==> src/rtl/div_operand_stage_pkg.sv <==
// Shared types and constants for the DIV operand stage.
// Occupancy state encoding and the divisor substituted for a captured zero.
package div_stage_pkg;

  typedef enum logic [1:0] {
    ST_EMPTY = 2'd0,
    ST_ONE   = 2'd1,
    ST_FULL  = 2'd2
  } state_t;

  localparam int DIV_DZ_SUBST = 1;

endpackage

==> src/rtl/div_operand_stage_if.sv <==
// Operand handshake bundle between producer, operand stage and DIV consumer.
// master = producer/consumer side, slave = the operand stage itself.
interface div_operand_stage_if #(
  parameter int DATA_WIDTH   = 8,
  parameter int DZ_CNT_WIDTH = 8
);

  logic                    in_valid;
  logic                    in_ready;
  logic [DATA_WIDTH-1:0]   in_a;
  logic [DATA_WIDTH-1:0]   in_b;
  logic                    out_valid;
  logic                    out_ready;
  logic [DATA_WIDTH-1:0]   out_a;
  logic [DATA_WIDTH-1:0]   out_b;
  logic                    out_dz;
  logic [DZ_CNT_WIDTH-1:0] dz_count;

  modport master (
    output in_valid, in_a, in_b, out_ready,
    input  in_ready, out_valid, out_a, out_b, out_dz, dz_count
  );

  modport slave (
    input  in_valid, in_a, in_b, out_ready,
    output in_ready, out_valid, out_a, out_b, out_dz, dz_count
  );

endinterface

==> src/rtl/div_operand_stage.sv <==
// Registered 2-entry skid buffer feeding the combinational divider, with divide-by-zero flagging.
// Optional DIV_ZERO_GUARD_EN: substitutes divisor 1 for 0 and enables out_dz and the saturating dz_count.
module div_operand_stage
  import div_stage_pkg::*;
#(
  parameter int DATA_WIDTH   = 8,
  parameter int DZ_CNT_WIDTH = 8
) (
  input logic              Clk,
  input logic              Rst_n,
  div_operand_stage_if.slave bus
);

  state_t                state;
  state_t                state_nxt;
  logic [DATA_WIDTH-1:0] m_a;
  logic [DATA_WIDTH-1:0] m_b;
  logic                  m_dz;
  logic [DATA_WIDTH-1:0] s_a;
  logic [DATA_WIDTH-1:0] s_b;
  logic                  s_dz;
  logic                  in_fire;
  logic                  out_fire;
  logic [DATA_WIDTH-1:0] cap_b;
  logic                  cap_dz;
  logic                  load_m_in;
  logic                  load_m_skid;
  logic                  load_s;

  // Ready comes from state alone so there is no combinational path from out_ready.
  assign bus.in_ready  = (state != ST_FULL);
  assign bus.out_valid = (state != ST_EMPTY);
  assign in_fire       = bus.in_valid & bus.in_ready;
  assign out_fire      = bus.out_valid & bus.out_ready;

`ifdef DIV_ZERO_GUARD_EN
  assign cap_dz = (bus.in_b == '0);
  assign cap_b  = cap_dz ? DATA_WIDTH'(DIV_DZ_SUBST) : bus.in_b;
`else
  assign cap_dz = 1'b0;
  assign cap_b  = bus.in_b;
`endif

  always_comb begin
    state_nxt   = state;
    load_m_in   = 1'b0;
    load_m_skid = 1'b0;
    load_s      = 1'b0;
    case (state)
      ST_EMPTY: begin
        if (in_fire) begin
          load_m_in = 1'b1;
          state_nxt = ST_ONE;
        end
      end
      ST_ONE: begin
        case ({in_fire, out_fire})
          2'b10: begin
            load_s    = 1'b1;
            state_nxt = ST_FULL;
          end
          2'b01:   state_nxt = ST_EMPTY;
          2'b11:   load_m_in = 1'b1;
          default: state_nxt = ST_ONE;
        endcase
      end
      ST_FULL: begin
        if (out_fire) begin
          load_m_skid = 1'b1;
          state_nxt   = ST_ONE;
        end
      end
      default: state_nxt = ST_EMPTY;
    endcase
  end

  always_ff @(posedge Clk) begin
    if (!Rst_n) begin
      state <= ST_EMPTY;
    end else begin
      state <= state_nxt;
    end
  end

  // Main register drives the divider; skid register only fills when the consumer stalls.
  always_ff @(posedge Clk) begin
    if (!Rst_n) begin
      m_a  <= '0;
      m_b  <= '0;
      m_dz <= 1'b0;
      s_a  <= '0;
      s_b  <= '0;
      s_dz <= 1'b0;
    end else begin
      if (load_m_in) begin
        m_a  <= bus.in_a;
        m_b  <= cap_b;
        m_dz <= cap_dz;
      end else if (load_m_skid) begin
        m_a  <= s_a;
        m_b  <= s_b;
        m_dz <= s_dz;
      end
      if (load_s) begin
        s_a  <= bus.in_a;
        s_b  <= cap_b;
        s_dz <= cap_dz;
      end
    end
  end

  assign bus.out_a  = m_a;
  assign bus.out_b  = m_b;
  assign bus.out_dz = m_dz;

`ifdef DIV_ZERO_GUARD_EN
  logic [DZ_CNT_WIDTH-1:0] dz_cnt;

  // Saturates at all-ones so a long stream of zero divisors never wraps back to a small count.
  always_ff @(posedge Clk) begin
    if (!Rst_n) begin
      dz_cnt <= '0;
    end else if (in_fire && cap_dz && (dz_cnt != '1)) begin
      dz_cnt <= dz_cnt + DZ_CNT_WIDTH'(1);
    end
  end

  assign bus.dz_count = dz_cnt;
`else
  assign bus.dz_count = {DZ_CNT_WIDTH{1'b0}};
`endif

endmodule

==> src/flat_wrapper.sv <==
// flat-port wrapper written by rule: the top's interface ports become plain ports
module div_operand_stage_flat import div_stage_pkg::*;
#(
  parameter int DATA_WIDTH   = 8,
  parameter int DZ_CNT_WIDTH = 8
)
  (Clk, Rst_n, bus_in_valid, bus_in_a, bus_in_b, bus_out_ready, bus_in_ready, bus_out_valid, bus_out_a, bus_out_b, bus_out_dz, bus_dz_count);
  div_operand_stage_if #(.DATA_WIDTH(DATA_WIDTH), .DZ_CNT_WIDTH(DZ_CNT_WIDTH)) bus_i ();
  input logic Clk;
  input logic Rst_n;
  input wire logic [$bits(bus_i.in_valid)-1:0] bus_in_valid;
  input wire logic [$bits(bus_i.in_a)-1:0] bus_in_a;
  input wire logic [$bits(bus_i.in_b)-1:0] bus_in_b;
  input wire logic [$bits(bus_i.out_ready)-1:0] bus_out_ready;
  output wire logic [$bits(bus_i.in_ready)-1:0] bus_in_ready;
  output wire logic [$bits(bus_i.out_valid)-1:0] bus_out_valid;
  output wire logic [$bits(bus_i.out_a)-1:0] bus_out_a;
  output wire logic [$bits(bus_i.out_b)-1:0] bus_out_b;
  output wire logic [$bits(bus_i.out_dz)-1:0] bus_out_dz;
  output wire logic [$bits(bus_i.dz_count)-1:0] bus_dz_count;
  assign bus_i.in_valid = bus_in_valid;
  assign bus_i.in_a = bus_in_a;
  assign bus_i.in_b = bus_in_b;
  assign bus_i.out_ready = bus_out_ready;
  assign bus_in_ready = bus_i.in_ready;
  assign bus_out_valid = bus_i.out_valid;
  assign bus_out_a = bus_i.out_a;
  assign bus_out_b = bus_i.out_b;
  assign bus_out_dz = bus_i.out_dz;
  assign bus_dz_count = bus_i.dz_count;
  div_operand_stage #(.DATA_WIDTH(DATA_WIDTH), .DZ_CNT_WIDTH(DZ_CNT_WIDTH)) u_core (.Clk(Clk), .Rst_n(Rst_n), .bus(bus_i));
endmodule
==> config.mk <==
export PLATFORM = sky130hd
export DESIGN_NAME = div_operand_stage_flat
export DESIGN_NICKNAME = d
export VERILOG_FILES = /design/src/rtl/div_operand_stage_pkg.sv /design/src/rtl/div_operand_stage_if.sv /design/src/rtl/div_operand_stage.sv /design/src/flat_wrapper.sv
export SDC_FILE = /design/constraint.sdc
export NUM_CORES = 1
export LEC_CHECK = 0
export BUFFER_PORTS_ARGS = -buffer_cell sky130_fd_sc_hd__clkbuf_2
export CAP_MARGIN = 10
export CELL_PAD_IN_SITES_DETAIL_PLACEMENT = 2
export CELL_PAD_IN_SITES_GLOBAL_PLACEMENT = 2
export CORE_UTILIZATION = 33
export DETAILED_ROUTE_END_ITERATION = 12
export PLACE_DENSITY_LB_ADDON = 0.1
export SLEW_MARGIN = 20
export SYNTH_ARGS = -nofsm -noshare
export SYNTH_HDL_FRONTEND = slang
export SYNTH_SLANG_ARGS = --single-unit
==> constraint.sdc <==
create_clock -name Clk -period 2.4 [get_ports Clk]
set_input_delay 0.36 -clock Clk [delete_from_list [all_inputs] [get_ports Clk]]
set_output_delay 0.36 -clock Clk [all_outputs]
set_load 0.02 [all_outputs]
==> flow_summary.toml <==
[outcome]
status = "finished clean"

[detailed_routing]
drt_iter0_drc = 71
drc = 0
wire_per_inst_um = 16.2
routed-via-count = 1250
top_layer = "met4"
ant_nets = 0
route.met2.wl_um = 1960
wl_met3_um = 134
dr.pass1.iters = 6
m1WireLength_um = 1740
drt_wl_total_um = 3900
vias_per_cell = 5.19

[yosys]
yosysWarningCount = 0
syn_inst = 154
ys_ff_latch = 34
yosysSeqAreaShare = 0.433
synthDistinctLibCells = 27
synthArstFlopShare = 0
synth_edf_count = 0
syn_area_per_cell_um2 = 10.2
yosys_most_used_dff = "dfxtp_1"
netlist_area_um2 = 1570

[layout]
finalInstanceArea_um2 = 1810
fin_cells = 241
fin_util = 0.405
area_growth_pct = 15.4
finalNetCount = 208
num-fill-cells = 497
diodes = 0
final_cell_mix = "clkbuf_2 (37), dfxtp_1 (34), nand2_1 (31)"
drive_above_1_share = 0.402
final_common_cell = "clkbuf_2"

[placement]
dp.cells = 233
dp_hpwl_um = 2740
place_area_um2 = 1720
io_buffers = 37
place_congestion = 0.739

[power]
p_per_area_nw_per_um2 = 693
ir_drop_mv = 0.312
p_leak_nw = 0.735
power_mw = 1.26

[run]
max_cap_violations = 0

[clocking]
cts-resized-gates = 0
clk_pin_slew_worst_paths_ps = 70
clock-sinks = 34
post_cts_buffers = 0
clk_latency_ps = 280
cts_root_buffer = "clkbuf_8"
cts_tree = "yes"
cts_made_buffers = 5
cts_hold_buf = 0
clk_path_buf_depth = 2
htreeDepth = 2

[timing]
fin_worst_skew_ps = 6.65
finalHoldViolCount = 0
tightest_slew_ps = 725
rsz0062_at_grt = "false"
fin_tns_setup_ps = 0
period_share = 0.719
period_needed_ps = 1720
finalSetupViolations = 0
relSlewSlack = 0.514
finalMaxSlewViolations = 0
fmax_mhz = 580

[global_routing]
grt_use_total = 0.171
grt_pass1_wl_um = 6570
antenna_found_initial = 0
overflow = 0
grt_max_degree = 35
grt_pass1_vias = 1343

[worst_setup_path]
critPathMaxFanout = 14
criticalPathCategory = "register to register"
crit_path_end_kind = "register"
crit_required_ps = 2630
worstPathArrival_ps = 1950
crit_path_start_kind = "register"

[floorplan]
row_count = 24
core_area_um2 = 4470
start_util = 0.351
die_h_um = 71.0
die_w_um = 71.0
pin_count = 47
dieArea_um2 = 5040

[hold_path]
hold_path.class = "input port to register"
==> Yosys cell counts (2+ instances only) <==
cell	n	area (um^2)
o31ai_1	2	15.0
o21a_1	14	105
nand2_2	3	18.8
nand2_1	31	116
a21boi_2	10	113
nand2b_1	4	25.0
buf_6	3	33.8
dfxtp_1	34	681
a21boi_0	6	45.0
o221a_1	2	22.5
clkbuf_1	3	11.3
buf_4	12	90.1
a21oi_1	3	15.0
o221a_2	12	135
mux2i_1	3	30.0
==> metal layers <==
layer / track usage / vias up
li1: - / 594
met1: 0.201 / 621
met2: 0.298 / 28
met3: 0.0370 / 7
met4: 0.0733 / 0
met5: 0 / -
==> final timing paths <==
path	cells after the start	slack, ps	endpoint	start
min	3	320	u_core.s_a[3]	bus_in_a[3]
max	3	680	u_core.bus.out_b[1]	u_core.state[1]
min reg2reg	2	470	u_core.s_b[3]	u_core.s_b[3]
max reg2reg	3	680	u_core.bus.out_b[1]	u_core.state[1]
==> power breakdown <==
part	internal [mW]	total, mW	switching (mW)
combinational	0.0817	0.202	0.121
sequential	0.598	0.620	0.0214
clock	0.231	0.434	0.203
==> cell families after synthesis <==
group	count (synthesis)	synth area share
compound gates	52	0.307
mux	3	0.0191
flops	34	0.433
other cells	1	0.00239
buf+inv	20	0.102
simple gates	44	0.136
==> critical path: stages (launching register included) <==
cell	delay, ps
dfxtp_1	560
mux2i_1	160
o2bb2ai_2	610
o221a_2	330
==> metrics by stage <==
stage | hold WS (ps) | setup WS, ps
detailed placement | 461 | 656
global placement | 453 | 711
global route | 316 | 554
floorplan | 443 | 1170
finish | 318 | 675
CTS | 308 | 642
==> final cells by class <==
class / count / area (um^2) / share of cell area
Clock buffer: 7 / 86.3 / 0.0477
Clock inverter: 1 / 5.00 / 0.00276
Multi-Input combinational cell: 108 / 774 / 0.427
Sequential cell: 34 / 681 / 0.376
Tap cell: 52 / 65.1 / 0.0359
Timing Repair Buffer: 39 / 200 / 0.110
==> registers in the layout (all words and copies together) (netlist names) <==
register / count
u_core.state: 2
u_core.s_b: 8
u_core.bus.out_b: 8
u_core.bus.out_a: 8
u_core.s_a: 8
Power figures use the tool's default switching activity.
